--- src/rtl/uart_pkg.sv ---
// Shared definitions for the UART transmit scheduler: FSM encoding, byte width
// and counter sizing.
package uart_pkg;

    localparam int BYTE_W = 8;

    typedef enum logic [2:0] {
        ST_IDLE,
        ST_SEND,
        ST_WAIT_BUSY,
        ST_WAIT_DONE,
        ST_GAP
    } state_t;

    // Width for a counter holding 0..max_val; never narrower than one bit.
    function automatic int cnt_width(input int max_val);
        return (max_val < 1) ? 1 : $clog2(max_val + 1);
    endfunction

endpackage

--- src/rtl/uart_rr_pick.sv ---
// Combinational round-robin selector: first asserted request after ptr, with
// wrap-around; returns the winner one-hot and as an index.
module uart_rr_pick #(
    parameter int NREQ = 4,
    parameter int PW   = $clog2(NREQ)
) (
    input  logic [NREQ-1:0] req,
    input  logic [PW-1:0]   ptr,
    output logic [NREQ-1:0] winner,
    output logic [PW-1:0]   idx
);

    function automatic int slot(input logic [PW-1:0] p, input int k);
        return (int'(p) + k) % NREQ;
    endfunction

    // Scan from the farthest slot to the nearest so the nearest hit is the last write.
    always_comb begin
        winner = '0;
        idx    = '0;
        for (int k = NREQ; k >= 1; k--) begin
            if (req[slot(ptr, k)]) begin
                winner               = '0;
                winner[slot(ptr, k)] = 1'b1;
                idx                  = PW'(slot(ptr, k));
            end
        end
    end

endmodule

--- src/rtl/uart_tx_scheduler.sv ---
// Shares one UART transmitter among NREQ byte-stream requesters, arbitrating
// round-robin per message and enforcing an inter-message gap.
module uart_tx_scheduler
    import uart_pkg::*;
#(
    parameter int NREQ          = 4,
    parameter int GAP_CYCLES    = 16,
    parameter int START_TIMEOUT = 8
) (
    input  logic                   BCLK,
    input  logic                   RST,
    input  logic [NREQ-1:0]        req,
    input  logic [BYTE_W*NREQ-1:0] req_data,
    input  logic [NREQ-1:0]        req_last,
    output logic [NREQ-1:0]        req_ack,
    output logic [NREQ-1:0]        grant,
    output logic                   tx_start,
    output logic [BYTE_W-1:0]      tx_data,
    input  logic                   thr_empty,
    input  logic                   tsr_busy,
    output logic                   busy,
    output logic                   start_err
);

    localparam int PW = $clog2(NREQ);
    localparam int GW = cnt_width(GAP_CYCLES);
    localparam int TW = cnt_width(START_TIMEOUT);
    // With no gap configured a finished message returns straight to arbitration.
    localparam state_t AFTER_MSG = (GAP_CYCLES == 0) ? ST_IDLE : ST_GAP;

    state_t            state_q, state_d;
    logic [NREQ-1:0]   grant_q, grant_d;
    logic [PW-1:0]     gidx_q, gidx_d;
    logic [PW-1:0]     ptr_q, ptr_d;
    logic              tx_start_q, tx_start_d;
    logic [BYTE_W-1:0] tx_data_q, tx_data_d;
    logic [NREQ-1:0]   req_ack_q, req_ack_d;
    logic              start_err_q, start_err_d;
    logic              last_q, last_d;
    logic [TW-1:0]     to_cnt_q, to_cnt_d;
    logic [GW-1:0]     gap_cnt_q, gap_cnt_d;

    logic [NREQ-1:0]   pick_onehot;
    logic [PW-1:0]     pick_idx;
    logic              req_g;
    logic [BYTE_W-1:0] byte_g;

    uart_rr_pick #(
        .NREQ (NREQ),
        .PW   (PW)
    ) u_pick (
        .req    (req),
        .ptr    (ptr_q),
        .winner (pick_onehot),
        .idx    (pick_idx)
    );

    assign req_g  = req[gidx_q];
    assign byte_g = req_data[int'(gidx_q)*BYTE_W +: BYTE_W];

    always_ff @(posedge BCLK) begin
        if (RST) begin
            state_q     <= ST_IDLE;
            grant_q     <= '0;
            gidx_q      <= '0;
            ptr_q       <= PW'(NREQ - 1);
            tx_start_q  <= 1'b0;
            tx_data_q   <= '0;
            req_ack_q   <= '0;
            start_err_q <= 1'b0;
            last_q      <= 1'b0;
            to_cnt_q    <= '0;
            gap_cnt_q   <= '0;
        end else begin
            state_q     <= state_d;
            grant_q     <= grant_d;
            gidx_q      <= gidx_d;
            ptr_q       <= ptr_d;
            tx_start_q  <= tx_start_d;
            tx_data_q   <= tx_data_d;
            req_ack_q   <= req_ack_d;
            start_err_q <= start_err_d;
            last_q      <= last_d;
            to_cnt_q    <= to_cnt_d;
            gap_cnt_q   <= gap_cnt_d;
        end
    end

    always_comb begin
        state_d     = state_q;
        grant_d     = grant_q;
        gidx_d      = gidx_q;
        ptr_d       = ptr_q;
        tx_start_d  = 1'b0;
        tx_data_d   = tx_data_q;
        req_ack_d   = '0;
        start_err_d = 1'b0;
        last_d      = last_q;
        to_cnt_d    = to_cnt_q;
        gap_cnt_d   = gap_cnt_q;

        unique case (state_q)
            ST_IDLE: begin
                if (|req) begin
                    grant_d = pick_onehot;
                    gidx_d  = pick_idx;
                    ptr_d   = pick_idx;
                    state_d = ST_SEND;
                end
            end
            ST_SEND: begin
                // A dropped request wins over everything, including a pending last flag.
                if (!req_g) begin
                    grant_d   = '0;
                    gap_cnt_d = GW'(GAP_CYCLES);
                    state_d   = AFTER_MSG;
                end else if (thr_empty && !tsr_busy) begin
                    tx_start_d = 1'b1;
                    tx_data_d  = byte_g;
                    req_ack_d  = grant_q;
                    last_d     = req_last[gidx_q];
                    to_cnt_d   = '0;
                    state_d    = ST_WAIT_BUSY;
                end
            end
            ST_WAIT_BUSY: begin
                if (tsr_busy) begin
                    state_d = ST_WAIT_DONE;
                end else if (to_cnt_q == TW'(START_TIMEOUT - 1)) begin
                    start_err_d = 1'b1;
                    grant_d     = '0;
                    gap_cnt_d   = GW'(GAP_CYCLES);
                    state_d     = AFTER_MSG;
                end else begin
                    to_cnt_d = to_cnt_q + 1'b1;
                end
            end
            ST_WAIT_DONE: begin
                if (!tsr_busy) begin
                    if (last_q) begin
                        grant_d   = '0;
                        gap_cnt_d = GW'(GAP_CYCLES);
                        state_d   = AFTER_MSG;
                    end else begin
                        state_d = ST_SEND;
                    end
                end
            end
            ST_GAP: begin
                // Loaded with GAP_CYCLES on entry, so GAP lasts exactly GAP_CYCLES cycles.
                if (gap_cnt_q <= GW'(1)) begin
                    state_d = ST_IDLE;
                end else begin
                    gap_cnt_d = gap_cnt_q - 1'b1;
                end
            end
            default: state_d = ST_IDLE;
        endcase
    end

    assign grant     = grant_q;
    assign req_ack   = req_ack_q;
    assign tx_start  = tx_start_q;
    assign tx_data   = tx_data_q;
    assign start_err = start_err_q;
    assign busy      = (state_q != ST_IDLE);

endmodule

--- config.mk ---
export PLATFORM = sky130hd
export DESIGN_NAME = uart_tx_scheduler
export DESIGN_NICKNAME = d
export VERILOG_FILES = /design/src/rtl/uart_pkg.sv /design/src/rtl/uart_rr_pick.sv /design/src/rtl/uart_tx_scheduler.sv
export SDC_FILE = /design/constraint.sdc
export NUM_CORES = 1
export LEC_CHECK = 0
export BUFFER_PORTS_ARGS = -buffer_cell sky130_fd_sc_hd__buf_2
export CORE_MARGIN = 3
export CORE_UTILIZATION = 53
export DETAILED_ROUTE_END_ITERATION = 16
export PLACE_DENSITY = 0.84
export SYNTH_ARGS = -nofsm -noshare
export SYNTH_HDL_FRONTEND = slang
export SYNTH_SLANG_ARGS = --single-unit
--- constraint.sdc ---
create_clock -name BCLK -period 2.7 [get_ports BCLK]
set_input_delay 0.405 -clock BCLK [delete_from_list [all_inputs] [get_ports BCLK]]
set_output_delay 0.405 -clock BCLK [all_outputs]
set_load 0.005 [all_outputs]
==> reports/results.tsv <==
stage	metric	value	unit
worst_hold_path	worst min path class	reg2reg	
global_route	Total GRT Usage	0.232	
synth	Syn Nets	310	
route	Via density	5.95	
critical_path	CP endpoint kind	flip-flop	
synth	Synth Register Bits	35	
route	drt pass-1 iters	4	
critical_path	CP startpoint kind	flip-flop	
timing	PnR worst setup slack	0.270	ns
synth	count of different cell masters after synthesis	59	
clocking	cts repair resizes	0	
timing	Slew HR	0.600	
clocking	hold_buf cts	0	
global_route	largest net degree at the start of global routing	32	
clocking	CTS Buf Count	5	
die	row count	23	
placed_design	Setup WS pre-CTS	0.269	ns
clocking	Num Clock Sinks	35	
placed_design	GP Congestion	0.914	
global_route	vias in the first global route	2122	
route	DR vias	2177	
timing	post-route setup TNS	0	ns
synth	mapped cell area	2320	sq um
critical_path	Crit Path Max Fanout	11	
synth	top-count cell post-synth	dfxtp_1	
timing	Final Hold Viols	0	
clocking	root buf cell	clkbuf_8	
route	Residual DRC	0	
critical_path	FF-to-FF Start	ptr_q[1]$_SDFFE_PP1P_	
timing	setup violators final	0	
critical_path	Setup CP Type	reg2reg	
final_layout	Multi-input gate area	1510	sq um
placed_design	placed instance count	358	
synth	most frequent cells after synthesis	dfxtp_1 (35), nand2_1 (31), a21oi_1 (22)	
route	initial drt markers	278	
final_layout	fin cells	366	
critical_path	reg2reg end	grant[2]$_SDFFE_PP0P_	
timing	RSZ-0062 raised after global routing	false	
global_route	total gr overflow	0	
timing	Final Skew	0.00489	ns
final_layout	post-route cell area	2760	sq um
die	die height	72.1	um
clocking	H-tree levels	2	
die	initial core utilization	0.563	
global_route	first-pass GRT wire length	9660	um
synth	post-synth top area share	0.302	
power_and_ir_drop	Pwr Density	986	nW/um^2
clocking	worst skew pair latency	0.29	ns
power_and_ir_drop	Max rail drop VDD	0.582	mV
synth	main flop type after synthesis	dfxtp_1	
synth	Syn Inst Count	256	
placed_design	I/O Buffers	62	
route	Routed Antenna Nets	0	
timing	Fmax	412	MHz
synth	Syn Area/Cell	9.06	sq um
die	die width	72.1	um
final_layout	Layout Nets	369	
placed_design	hpwl dp	4350	um
critical_path	R2R setup slack	0.27	ns
final_layout	layout cells sized above 1	0.329	
outcome	status	completed	
critical_path	CP Launch Point	ptr_q[1]$_SDFFE_PP1P_	
die	Core ar.	4120	sq um
timing	post-route minimum period	2.43	ns
placed_design	placed instance area	2640	sq um
route	routed wire length	5710	um
synth	Area contributors post-synth	dfxtp_1 (30%), mux4_2 (11%), ha_1 (5.4%), nand2_1 (5.0%), a21oi_1 (4.7%)	
synth	Seq/Total Area, Yosys	0.302	
timing	fin. max-slew vios	0	
synth	Synth async-reset ratio	0	
die	Total Die Area	5200	sq um
synth	EDFF count, synth	0	
route	WL/cell	15.6	um
critical_path	crit path DAT	2.61	ns
power_and_ir_drop	leakage	0.00114	uW
die	IO Count	63	
final_layout	post-layout util	0.670	
synth	post-synth top area cell	dfxtp_1	
final_layout	Ant. Diodes	0	
flow_run	max cap viols	0	
final_layout	filler cell count	344	
timing	period utilization	0.900	
critical_path	Req. time, crit path	2.88	ns
global_route	initial antenna violation count	0	
clocking	setup bufs post-CTS	0	
timing	Worst-Margin Slew	0.600	ns
final_layout	Layout area overhead	19.0	%
critical_path	Worst Setup EP	grant[2]$_SDFFE_PP0P_	
clocking	CTS Buffer Depth	2	
final_layout	Sequential Area	701	sq um
clocking	TritonCTS clock tree	yes	
critical_path	Reg2Reg Depth	7	
clocking	clock slew at reported path FFs	0.08	ns
synth	Syn. warnings	0	
[cells by family (layout without fill, tap and decap cells)]
logic type	after synthesis	count (layout)	share of synthesized area
flip-flops	35	35	0.302
XOR/XNOR	2	2	0.00756
AND/OR/NAND/NOR	88	88	0.204
adder cells (fa/ha/maj)	10	10	0.0540
buffers and inverters	24	84	0.0496
AO/OA/AOI/OAI	75	75	0.227
multiplexers	22	22	0.156
[per-layer routing]
metal,part of all wire,wire length [um],global-route usage
met5,0,0,0
met4,0.017,95,0.0772
met3,0.036,206,0.0416
met2,0.52,2970,0.412
met1,0.43,2440,0.283
[state kept, by name, summed over array words and instances (netlist names), 2 cells and up]
name / count
tx_data: 8
gidx_q: 2
ptr_q: 2
grant: 4
to_cnt_q: 4
req_ack: 4
state_q: 3
gap_cnt_q: 5
[through the flow]
stage	hold slack, ns	total power, uW
floorplan	0.431	1910
global placement	0.439	2160
detailed placement	0.444	2220
CTS	0.454	2700
global route	0.486	2910
finish	0.451	2720
[critical path, cell delays in order, from the launching register on]
cell	delay, ns
dfxtp_1	0.56
inv_1	0.18
ha_1	0.45
mux2i_1	0.43
nor3b_1	0.11
a211oi_1	0.23
o211ai_1	0.12
a32o_1	0.25
[worst min path at each step]
stage / start / to / depth (start not counted)
5_1_grt: tx_data[6]$_SDFFE_PP0P_ / tx_data[6]$_SDFFE_PP0P_ / 2
4_1_cts: last_q$_SDFFE_PP0P_ / last_q$_SDFFE_PP0P_ / 2
2_1_floorplan: last_q$_SDFFE_PP0P_ / last_q$_SDFFE_PP0P_ / 2
6_report: last_q$_SDFFE_PP0P_ / last_q$_SDFFE_PP0P_ / 2
3_5_place_dp: last_q$_SDFFE_PP0P_ / last_q$_SDFFE_PP0P_ / 2
3_3_place_gp: tx_data[1]$_SDFFE_PP0P_ / tx_data[1]$_SDFFE_PP0P_ / 2
[power breakdown]
group	switching [uW]	internal (uW)	total (uW)	leakage (uW)
clock	202	275	477	0.0000581
combinational	801	679	1480	0.000795
sequential	140	622	763	0.000285
[area by class of cell]
cell class / count / share of cell area
multi-input cells: 197 / 0.547
repair buffers: 65 / 0.121
clock buffers: 5 / 0.0249
well taps: 50 / 0.0227
clock inverters: 3 / 0.0159
flip-flops and latches: 35 / 0.254
inverters: 11 / 0.0150
[layout by cell type, fill, tap and decap left out, types with 3 or more instances in the layout]
master / synthesis / final
nor3_1: 5 / 5
nor2_1: 13 / 13
and3_1: 3 / 3
clkbuf_8: 0 / 5
a311oi_1: 3 / 3
nand2b_1: 8 / 8
nor3b_1: 4 / 4
a221o_1: 3 / 3
ha_1: 10 / 10
a21oi_1: 22 / 22
inv_1: 10 / 10
nand2_1: 31 / 31
mux4_2: 11 / 11
o21ai_0: 14 / 14
mux2_2: 3 / 3
or3_1: 3 / 3
dfxtp_1: 35 / 35
a211oi_1: 4 / 4
a31oi_1: 6 / 6
buf_2: 2 / 62
and2_1: 5 / 5
mux2i_1: 8 / 8
buf_4: 0 / 3
No activity file was read; power rests on OpenSTA's default activity.
